==> config.mk <==
export PLATFORM = sky130hd
export DESIGN_NAME = x86_regfile_writeback_flat
export DESIGN_NICKNAME = d
export VERILOG_FILES = /design/src/rtl/x86_regfile_pkg.sv /design/src/rtl/x86_regfile_writeback_if.sv /design/src/rtl/x86_regfile_writeback_wb_fifo.sv /design/src/rtl/x86_regfile_writeback.sv /design/src/flat_wrapper.sv
export SDC_FILE = /design/constraint.sdc
export NUM_CORES = 1
export LEC_CHECK = 0
export CELL_PAD_IN_SITES_DETAIL_PLACEMENT = 2
export CELL_PAD_IN_SITES_GLOBAL_PLACEMENT = 2
export CORE_ASPECT_RATIO = 1.2
export CORE_MARGIN = 2
export CORE_UTILIZATION = 35
export DETAILED_ROUTE_END_ITERATION = 10
export GPL_TIMING_DRIVEN = 0
export PLACE_DENSITY_LB_ADDON = 0.1
export SKIP_CTS_REPAIR_TIMING = 1
export SKIP_LAST_GASP = 1
export SYNTH_ARGS = -nofsm -noshare
export SYNTH_HDL_FRONTEND = slang
export SYNTH_SLANG_ARGS = --single-unit
==> constraint.sdc <==
create_clock -name clk -period 5.65 [get_ports clk]
set_clock_uncertainty 0.05 [all_clocks]
set_input_delay 1.13 -clock clk [delete_from_list [all_inputs] [get_ports clk]]
set_output_delay 1.13 -clock clk [all_outputs]
set_load 0.02 [all_outputs]
==> src/rtl/x86_regfile_pkg.sv <==
// Shared definitions for the 8-bit general register file (AX,BX,CX,DX):
// data/address widths, number of implemented registers, default write-back
// FIFO depth, and the pending-write entry type used by write-back and decode.
package x86_regfile_pkg;

    localparam int DATA_W   = 8;
    localparam int ADDR_W   = 3;
    localparam int NUM_REGS = 4;
    localparam int WB_DEPTH = 4;

    typedef struct packed {
        logic [ADDR_W-1:0] addr;
        logic [DATA_W-1:0] data;
    } wb_entry_t;

endpackage

==> src/rtl/x86_regfile_writeback_if.sv <==
// Result-write request stream from the execution units into the write-back block.
//   in_valid : producer has a write request
//   in_ready : write-back accepts the request this cycle
//   in_addr  : destination register
//   in_data  : value to write
// master = producer (execution unit), slave = write-back controller.
interface x86_regfile_writeback_if;
    import x86_regfile_pkg::*;

    logic              in_valid;
    logic              in_ready;
    logic [ADDR_W-1:0] in_addr;
    logic [DATA_W-1:0] in_data;

    modport master (output in_valid, output in_addr, output in_data, input in_ready);
    modport slave  (input in_valid, input in_addr, input in_data, output in_ready);
endinterface

==> src/rtl/x86_regfile_writeback_wb_fifo.sv <==
// wb_fifo: generic in-order FIFO of wb_entry_t.
//   clk, rst   : clock, asynchronous active-high reset
//   push/pop   : enqueue wr_entry / dequeue head (caller guarantees not full / not empty)
//   flush      : discard everything, overrides push/pop
//   head       : oldest entry
//   entries    : contents in age order, entries[0] = oldest
//   valid      : valid[i] set when entries[i] holds a pending write
//   full/empty : derived from the extra pointer MSB
//   count      : occupancy
module wb_fifo
    import x86_regfile_pkg::*;
#(
    parameter int DEPTH = WB_DEPTH
) (
    input  logic                       clk,
    input  logic                       rst,
    input  logic                       push,
    input  logic                       pop,
    input  logic                       flush,
    input  wb_entry_t                  wr_entry,
    output wb_entry_t                  head,
    output wb_entry_t                  entries [DEPTH],
    output logic [DEPTH-1:0]           valid,
    output logic                       full,
    output logic                       empty,
    output logic [$clog2(DEPTH+1)-1:0] count
);
    localparam int PW    = $clog2(DEPTH);
    localparam int CNT_W = $clog2(DEPTH+1);

    wb_entry_t   mem_q [DEPTH];
    wb_entry_t   mem_d [DEPTH];
    logic [PW:0] wr_ptr_q, wr_ptr_d;
    logic [PW:0] rd_ptr_q, rd_ptr_d;

    always_comb begin
        wr_ptr_d = wr_ptr_q;
        rd_ptr_d = rd_ptr_q;
        mem_d    = mem_q;
        if (flush) begin
            wr_ptr_d = '0;
            rd_ptr_d = '0;
        end else begin
            if (push) begin
                mem_d[wr_ptr_q[PW-1:0]] = wr_entry;
                wr_ptr_d = wr_ptr_q + 1'b1;
            end
            if (pop) begin
                rd_ptr_d = rd_ptr_q + 1'b1;
            end
        end
    end

    always_ff @(posedge clk or posedge rst) begin
        if (rst) begin
            wr_ptr_q <= '0;
            rd_ptr_q <= '0;
            for (int i = 0; i < DEPTH; i++) mem_q[i] <= '0;
        end else begin
            wr_ptr_q <= wr_ptr_d;
            rd_ptr_q <= rd_ptr_d;
            mem_q    <= mem_d;
        end
    end

    // Same index bits, different wrap bit means the writer has lapped the reader.
    assign empty = (wr_ptr_q == rd_ptr_q);
    assign full  = (wr_ptr_q[PW] != rd_ptr_q[PW]) && (wr_ptr_q[PW-1:0] == rd_ptr_q[PW-1:0]);
    assign count = CNT_W'(wr_ptr_q - rd_ptr_q);
    assign head  = mem_q[rd_ptr_q[PW-1:0]];

    // Present storage rotated so index 0 is the oldest; the PW-bit add wraps naturally.
    for (genvar g = 0; g < DEPTH; g++) begin : g_age
        assign entries[g] = mem_q[rd_ptr_q[PW-1:0] + PW'(g)];
        assign valid[g]   = CNT_W'(g) < count;
    end
endmodule

==> src/rtl/x86_regfile_writeback.sv <==
// x86_regfile_writeback: write-side controller for the general register file.
// Buffers result writes in an in-order FIFO, drains one per cycle onto the
// register-file write port, and forwards pending values to operand read logic.
//   clk, rst         : clock, asynchronous active-high reset
//   in_if (slave)    : valid/ready write request stream
//   flush            : synchronous discard of all pending writes
//   wb_stall         : hold, no new write issued
//   rf_write_*       : register-file write port (enable high one cycle per write)
//   fwd_addr/hit/data: youngest pending value for fwd_addr
//   count            : FIFO occupancy (staged write excluded)
//   err_addr         : one-cycle pulse when an illegal address was dropped
module x86_regfile_writeback
    import x86_regfile_pkg::*;
#(
    parameter int DEPTH = WB_DEPTH
) (
    input  logic                       clk,
    input  logic                       rst,
    x86_regfile_writeback_if.slave     in_if,
    input  logic                       flush,
    input  logic                       wb_stall,
    output logic                       rf_write_enable,
    output logic [ADDR_W-1:0]          rf_write_addr,
    output logic [DATA_W-1:0]          rf_write_data,
    input  logic [ADDR_W-1:0]          fwd_addr,
    output logic                       fwd_hit,
    output logic [DATA_W-1:0]          fwd_data,
    output logic [$clog2(DEPTH+1)-1:0] count,
    output logic                       err_addr
);
    wb_entry_t        head;
    wb_entry_t        entries [DEPTH];
    logic [DEPTH-1:0] valid;
    logic             full;
    logic             empty;
    logic             accept;
    logic             legal;
    logic             push;
    logic             pop;

    wb_entry_t staged_q, staged_d;
    logic      we_q, we_d;
    logic      err_q, err_d;

    // Illegal addresses still complete the handshake; they are just not enqueued.
    assign in_if.in_ready = !full && !flush;
    assign accept         = in_if.in_valid && in_if.in_ready;
    assign legal          = in_if.in_addr < ADDR_W'(NUM_REGS);
    assign push           = accept && legal;
    assign pop            = !empty && !wb_stall && !flush;

    wb_fifo #(.DEPTH(DEPTH)) u_fifo (
        .clk      (clk),
        .rst      (rst),
        .push     (push),
        .pop      (pop),
        .flush    (flush),
        .wr_entry ('{addr: in_if.in_addr, data: in_if.in_data}),
        .head     (head),
        .entries  (entries),
        .valid    (valid),
        .full     (full),
        .empty    (empty),
        .count    (count)
    );

    always_comb begin
        staged_d = staged_q;
        we_d     = pop;
        err_d    = accept && !legal;
        if (pop) staged_d = head;
    end

    always_ff @(posedge clk or posedge rst) begin
        if (rst) begin
            staged_q <= '0;
            we_q     <= 1'b0;
            err_q    <= 1'b0;
        end else begin
            staged_q <= staged_d;
            we_q     <= we_d;
            err_q    <= err_d;
        end
    end

    assign rf_write_enable = we_q;
    assign rf_write_addr   = staged_q.addr;
    assign rf_write_data   = staged_q.data;
    assign err_addr        = err_q;

    // Oldest to youngest: staged write first, then FIFO head to tail, so the
    // last match found is the youngest pending value.
    always_comb begin
        fwd_hit  = 1'b0;
        fwd_data = '0;
        if (we_q && staged_q.addr == fwd_addr) begin
            fwd_hit  = 1'b1;
            fwd_data = staged_q.data;
        end
        for (int i = 0; i < DEPTH; i++) begin
            if (valid[i] && entries[i].addr == fwd_addr) begin
                fwd_hit  = 1'b1;
                fwd_data = entries[i].data;
            end
        end
    end
endmodule

==> src/flat_wrapper.sv <==
// flat-port wrapper written by rule: the top's interface ports become plain ports
module x86_regfile_writeback_flat import x86_regfile_pkg::*;
#(
    parameter int DEPTH = WB_DEPTH
)
  (clk, rst, flush, wb_stall, rf_write_enable, rf_write_addr, rf_write_data, fwd_addr, fwd_hit, fwd_data, count, err_addr, in_if_in_valid, in_if_in_addr, in_if_in_data, in_if_in_ready);
  x86_regfile_writeback_if in_if_i ();
  input  logic clk;
  input  logic rst;
  input  logic flush;
  input  logic wb_stall;
  output logic rf_write_enable;
  output logic [ADDR_W-1:0] rf_write_addr;
  output logic [DATA_W-1:0] rf_write_data;
  input  logic [ADDR_W-1:0] fwd_addr;
  output logic fwd_hit;
  output logic [DATA_W-1:0] fwd_data;
  output logic [$clog2(DEPTH+1)-1:0] count;
  output logic err_addr;
  input wire logic [$bits(in_if_i.in_valid)-1:0] in_if_in_valid;
  input wire logic [$bits(in_if_i.in_addr)-1:0] in_if_in_addr;
  input wire logic [$bits(in_if_i.in_data)-1:0] in_if_in_data;
  output wire logic [$bits(in_if_i.in_ready)-1:0] in_if_in_ready;
  assign in_if_i.in_valid = in_if_in_valid;
  assign in_if_i.in_addr = in_if_in_addr;
  assign in_if_i.in_data = in_if_in_data;
  assign in_if_in_ready = in_if_i.in_ready;
  x86_regfile_writeback #(.DEPTH(DEPTH)) u_core (.clk(clk), .rst(rst), .in_if(in_if_i), .flush(flush), .wb_stall(wb_stall), .rf_write_enable(rf_write_enable), .rf_write_addr(rf_write_addr), .rf_write_data(rf_write_data), .fwd_addr(fwd_addr), .fwd_hit(fwd_hit), .fwd_data(fwd_data), .count(count), .err_addr(err_addr));
endmodule
== After elaboration in Yosys (flattened, before gate mapping) ==
Cells that the tools add are included.
Word-level totals
  register bits after elaboration: 63
  bits in latches: 0
  RAM bits: 0
  memory bits (read-only): 0
  input port bits: 19
  output and inout port bits: 26
  logic and storage cells: 95
  memories kept: 0
Operators by class
  add/subtract/negate cells: 6
  multipliers: 0
  divide/modulo/power cells: 0
  magnitude comparators: 11
  equal/unequal tests: 8
  shift-type cells: 0
  multiplexer cells: 29
  bitwise operators: 6
  reductions and logical operators: 21
Operators by type and width (count)
  $mux W11: 9
  $bmux W11 S2: 4
  $bwmux W44: 1
  $mux W8: 5
  $demux W11 S2: 1
  $eq A3 B3 Y1: 6
  $ge A3 B3 Y1 const B: 5
  $not A2 Y3: 5
  $logic_and A1 B1 Y1: 13
  $mux W3: 4
  $add A3 B1 Y3 const B: 2
  $lt A1 B3 Y1 const A: 2
  $lt A2 B3 Y1 const A: 2
  $logic_not A1 Y1: 5
  $mux W1: 5
  $add A2 B2 Y2 const B: 2
  $reduce_bool A2 Y1: 2
  $lt A3 B1 Y1 const B: 1
  $lt A3 B3 Y1 const B: 1
  $sub A3 B3 Y3: 1
  $add A2 B1 Y2 const B: 1
  $eq A2 B2 Y1: 1
  $reduce_and A2 Y1: 1
  $ne A1 B1 Y1: 1
  $not A1 Y1: 1

== Depth between registers and ports, before layout ==
  depth in word-level cells: 10
  mapped depth: 10
  depth with buffers taken out: 8

== Hierarchy ==
Synthesis repeated with hierarchy kept, for this count alone.
Unflattened totals
  cells, all modules: 324
  area total of the unflattened synthesis: 4464.3 µm²
Modules (own cells, without submodules)
  wb_fifo: times used 1, cells each 208, area an instance 3414.5 µm², seq. area each 1251.2 µm²
  x86_regfile_writeback: times used 1, cells each 116, area an instance 1049.8 µm², seq. area each 325.3 µm²

== Worst setup path before layout ==
Ideal clock, no wire load.
  path kind: input -> output
  start point: input fwd_addr[0]
  end point: output fwd_data[0]
  arrival: 2.709 ns
  data required time: 4.470 ns
  path slack: 1.761 ns
  stages on the path: 6
  buffers on the path: 2
  cells stage by stage: clkbuf_1 xor2_1 or4_4 buf_6 a311oi_1 o22ai_1
Between the ends
  longest elaborated chain between the ends: 7
  elaborated cells between the ends (all ways): 15
  classes of those cells: 5 x eq/ne; 5 x mux; 5 x reduce/logical
Ends and longest elaborated chain
  from (decl): RTL line flat_wrapper.sv:15  | input logic [ADDR_W-1:0] fwd_addr;
  $eq A3 B3 Y1: RTL line x86_regfile_writeback.sv:96  | if (we_q && staged_q.addr == fwd_addr) begin
  $logic_and A1 B1 Y1: RTL line x86_regfile_writeback.sv:96
  $mux W8: RTL line x86_regfile_writeback.sv:96
  $mux W8 (3 in a row): RTL line x86_regfile_writeback.sv:101  | if (valid[i] && entries[i].addr == fwd_addr) begin
  $mux W8 (*): RTL line x86_regfile_writeback.sv:101
  to (decl): RTL line flat_wrapper.sv:17  | output logic [DATA_W-1:0] fwd_data;
Mark *: on every way between the ends. The rest lies on a longest branch, timed or not.

== Final worst setup path ==
  start point: register u_core.u_fifo.rd_ptr_q[1]
  end point: output fwd_data[3]
Between the ends
  longest elaborated chain between the ends: 10
  elaborated cells between the ends (all ways): 36
  classes of those cells: 4 x add/sub; 4 x order compare; 4 x eq/ne; 16 x mux; 4 x bitwise; 4 x reduce/logical
Ends and longest elaborated chain
  from (decl): RTL line x86_regfile_writeback_wb_fifo.sv:34  | logic [PW:0] rd_ptr_q, rd_ptr_d;
  from (signal assigned): RTL line x86_regfile_writeback_wb_fifo.sv:61  | rd_ptr_q <= rd_ptr_d;
  $add A2 B1 Y2 / $not A2 Y3 (equally long branches): RTL line x86_regfile_writeback_wb_fifo.sv:74  | assign entries[g] = mem_q[rd_ptr_q[PW-1:0] + PW'(g)];
  $not A2 Y3 (not written as such) / $bmux W11 S2 (equally long branches): RTL line x86_regfile_writeback_wb_fifo.sv:74
  $bmux W11 S2 / $mux W11 (equally long branches): RTL line x86_regfile_writeback_wb_fifo.sv:74
  $mux W11 (not written as such): RTL line x86_regfile_writeback_wb_fifo.sv:74
  $mux W11 (not written as such) / $eq A3 B3 Y1 (equally long branches): RTL line x86_regfile_writeback_wb_fifo.sv:74, x86_regfile_writeback.sv:101
  $eq A3 B3 Y1 / $logic_and A1 B1 Y1 (equally long branches): RTL line x86_regfile_writeback.sv:101
  $logic_and A1 B1 Y1 / $mux W8 (equally long branches): RTL line x86_regfile_writeback.sv:101
  $mux W8 (2 in a row): RTL line x86_regfile_writeback.sv:101
  $mux W8 (*): RTL line x86_regfile_writeback.sv:101
Mark *: on every way between the ends. The rest lies on a longest branch, timed or not. The select of a mux whose other input is x is not followed.

==> results.sh <==
export IMPL_gr_usage_met1_pct=27.9
export IMPL_synth_top_family_by_area="multiplexers"
export IMPL_syn2layout_area_growth_pct=22.4
export IMPL_clkPwrFrac_pct=33.7
export IMPL_synth_edf_count=0
export IMPL_power_frac_comb_pct=32.4
export IMPL_port_buffers=40
export IMPL_rr_startpoint="u_core.u_fifo.rd_ptr_q[1]$_DFFE_PP0P_"
export IMPL_grt_busiest_layer="met2"
export IMPL_fin_crit_sh_pct=94.2
export IMPL_cp_startpoint="u_core.u_fifo.rd_ptr_q[1]$_DFFE_PP0P_"
export IMPL_instances_no_fill=531
export IMPL_drcViolationCount=0
export IMPL_synthMuxAreaShare_pct=37.5
export IMPL_finalHoldViolations=0
export IMPL_synth_compound_area_share_pct=7.75
export IMPL_drt_iter0_markers=113
export IMPL_dpl_cell_area_um2=4810
export IMPL_ys_seq_area_share_pct=37.6
export IMPL_tns_ns=0
export IMPL_vias=3062
export IMPL_switching_share_pct=31.7
export IMPL_layout_drive_gt1_share_pct=32.4
export IMPL_cp_start_kind="register"
export IMPL_status="finished clean"
export IMPL_clock_root_buffer="clkbuf_16"
export IMPL_syn_instance_count=317
export IMPL_cts_sinks=63
export IMPL_synthXorXnorAreaFrac_pct=5.13
export IMPL_place_ws_ns=0.623
export IMPL_critPathArrivalTime_ns=4.14
export IMPL_final_nets=396
export IMPL_wl_um=12500
export IMPL_place_inst=515
export IMPL_initial_core_util_pct=36.1
export IMPL_antenna_found_initial=0
export IMPL_h_tree_depth=3
export IMPL_ant_nets=0
export IMPL_die_area_um2=12900
export IMPL_placementRows=43
export IMPL_synth_seq_cells=63
export IMPL_netlist_area_leader_share_pct=37.6
export IMPL_synthArstFlopShare_pct=100
export IMPL_routed_via_density=5.77
export IMPL_die_h_um=124
export IMPL_peakVddDrop_v=0.000146
export IMPL_static_leakage_power_nw=2.07
export IMPL_critical_path_required_ns=4.47
export IMPL_n_fill_cell=1172
export IMPL_insertion_delay_ns=0.33
export IMPL_hold_path_depth=1
export IMPL_worst_path_max_fanout=10
export IMPL_grt_pass1_wl_um=19800
export IMPL_synth_flop_cell="dfrtp_1"
export IMPL_pin_count=45
export IMPL_power_frac_seq_pct=33.9
export IMPL_gp_routability_congestion=0.790
export IMPL_max_freq_ghz=0.188
export IMPL_power_density_nw_per_um2=355
export IMPL_cts_buffer_depth=2
export IMPL_core_area_um2=11600
export IMPL_synth_largest_area_cell="dfrtp_1"
export IMPL_synthSimpleGateAreaFrac_pct=5.96
export IMPL_critPathKind="reg2out"
export IMPL_final_util_pct=44.2
export IMPL_grt_start_max_net_pins=40
export IMPL_maxSlewViolCount=0
export IMPL_synth_cell_type_count=35
export IMPL_rsz0062_at_grt="false"
export IMPL_max_cap_violations=0
export IMPL_p_switching_mw=0.577
export IMPL_grt_overflow=0
export IMPL_syn_area_um2=4200
export IMPL_dr_pass1_iters=4
export IMPL_grt_total_usage_pct=20.7
export IMPL_grtUsageMet3_pct=3.30
export IMPL_dpl_hpwl_um=8890
export IMPL_path_clk_slew_ns=0.05
export IMPL_internal_power_mw=1.25
export IMPL_diodes=0
export IMPL_synth_area_per_cell_um2=13.2
export IMPL_multi_input_area_um2=2470
export IMPL_yosysWarnings=0
export IMPL_design_area_um2=5140
export IMPL_setup_slack_ns=0.326
export IMPL_finalSetupViolations=0
export IMPL_cts_tree="yes"
export IMPL_synth_fa_ha_area_share_pct=2.56
export IMPL_end_kind="output pin"
export IMPL_fin_crit_ns=5.32
export IMPL_grt_pass1_vias=3353
export IMPL_relSlewSlack_pct=27.0
export IMPL_reg2regPathDepth=9
export IMPL_ys_top_cells_by_area="dfrtp_1 38%, mux4_2 23%, mux2_2 14%, xnor2_1 2.7%, ha_1 2.1%"
export IMPL_min_from="u_core.rf_write_data[5]$_DFFE_PP0P_"
export IMPL_cts_made_buffers=9
export IMPL_wire_per_inst_um=23.6
export IMPL_tightestPinTransition_ns=1.09
export IMPL_syn_num_nets=344
export IMPL_final_seq_area_um2=1580
export IMPL_fp_dieW_um=104
export IMPL_use_met2_pct=35.1
export IMPL_worstHoldPathType="reg2reg"
==> placed cells by master (no fill, tap or decap), types with 9 or more instances in the layout <==
cell type,netlist,routed
dfrtp_1,63,63
mux2_2,51,51
mux4_2,42,42
clkdlybuf4s50_1,0,40
nor2_1,19,19
clkbuf_1,13,15
xnor2_1,13,13
a21oi_1,12,12
clkbuf_16,0,9
==> Yosys cell counts, drive strengths merged (2+ instances only) <==
| master | count |
|---|---|
| dfrtp | 63 |
| o21ai | 8 |
| inv | 7 |
| nor4 | 8 |
| nand2 | 7 |
| and2 | 5 |
| mux4 | 44 |
| a311oi | 8 |
| and4 | 2 |
| nor2 | 19 |
| o221ai | 8 |
| mux2 | 51 |
| ha | 7 |
| o22ai | 8 |
| nand4 | 3 |
| clkbuf | 13 |
| buf | 13 |
| xnor2 | 13 |
| a21oi | 12 |
| xor2 | 8 |
==> worst max-delay path, stage by stage, from the launching register on <==
cell and delay [ns]:
dfrtp_1 0.48, ha_1 0.32, buf_2 0.19, buf_2 0.37
mux4_1 0.38, xnor2_1 0.17, nand4_1 0.33, clkbuf_1 0.48
o221ai_1 0.22, o22ai_1 0.23, clkdlybuf4s50_1 0.64
==> power by group through the flow <==
stage	clock network [mW]	logic (mW)	registers, mW
3_5_place_dp	0	0.595	0.622
4_1_cts	0.626	0.600	0.617
3_3_place_gp	0	0.579	0.612
2_1_floorplan	0	0.345	0.639
6_report	0.614	0.591	0.618
5_1_grt	0.649	0.637	0.633
==> metrics by stage <==
step	power, mW	hold slack [ns]
detailed placement	1.22	0.487
CTS	1.84	0.499
floorplan	0.984	0.447
global placement	1.19	0.476
finish	1.82	0.495
global route	1.92	0.518
==> worst paths after layout <==
path / to / slack [ns]
worst max-delay path: fwd_data[3] / 0.33
worst min-delay path: u_core.rf_write_data[5]$_DFFE_PP0P_ / 0.49
worst max register to register: u_core.u_fifo.mem_q[8]$_DFFE_PP0P_ / 1.30
worst min register to register: u_core.rf_write_data[5]$_DFFE_PP0P_ / 0.49
max in group asynchronous: u_core.u_fifo.mem_q[41]$_DFFE_PP0P_ / 3.81
min in group asynchronous: u_core.u_fifo.mem_q[13]$_DFFE_PP0P_ / 1.12
==> kinds of logic after synthesis <==
family / count (synthesis)
xor+xnor: 22
mux: 95
simple gates: 49
fa+ha+maj: 8
flops: 63
compound gates: 47
buf+inv: 33
==> cell type report <==
type	instances	area share, %
Multi-Input combinational cell	221	48.1
Timing Repair Buffer	41	8.18
Buffer	26	2.41
Tap cell	157	3.82
Sequential cell	63	30.7
Clock inverter	3	1.27
Clock buffer	13	5.06
Inverter	7	0.511
==> per-layer routing <==
layer  vias to the layer above  part of all wire (%)
li1                       1349                     -
met1                      1621                    45
met2                        74                    50
met3                        18                   3.3
met4                         0                   1.5
met5                         -                     0
==> registers in the layout, summed over array words and instances (netlist names) <==
signal                  flops
u_core.err_addr             1
u_core.rf_write_addr        3
u_core.rf_write_data        8
u_core.rf_write_enable      1
u_core.u_fifo.mem_q        44
u_core.u_fifo.rd_ptr_q      3
u_core.u_fifo.wr_ptr_q      3
Note: power is estimated with default switching activity, not from simulation.
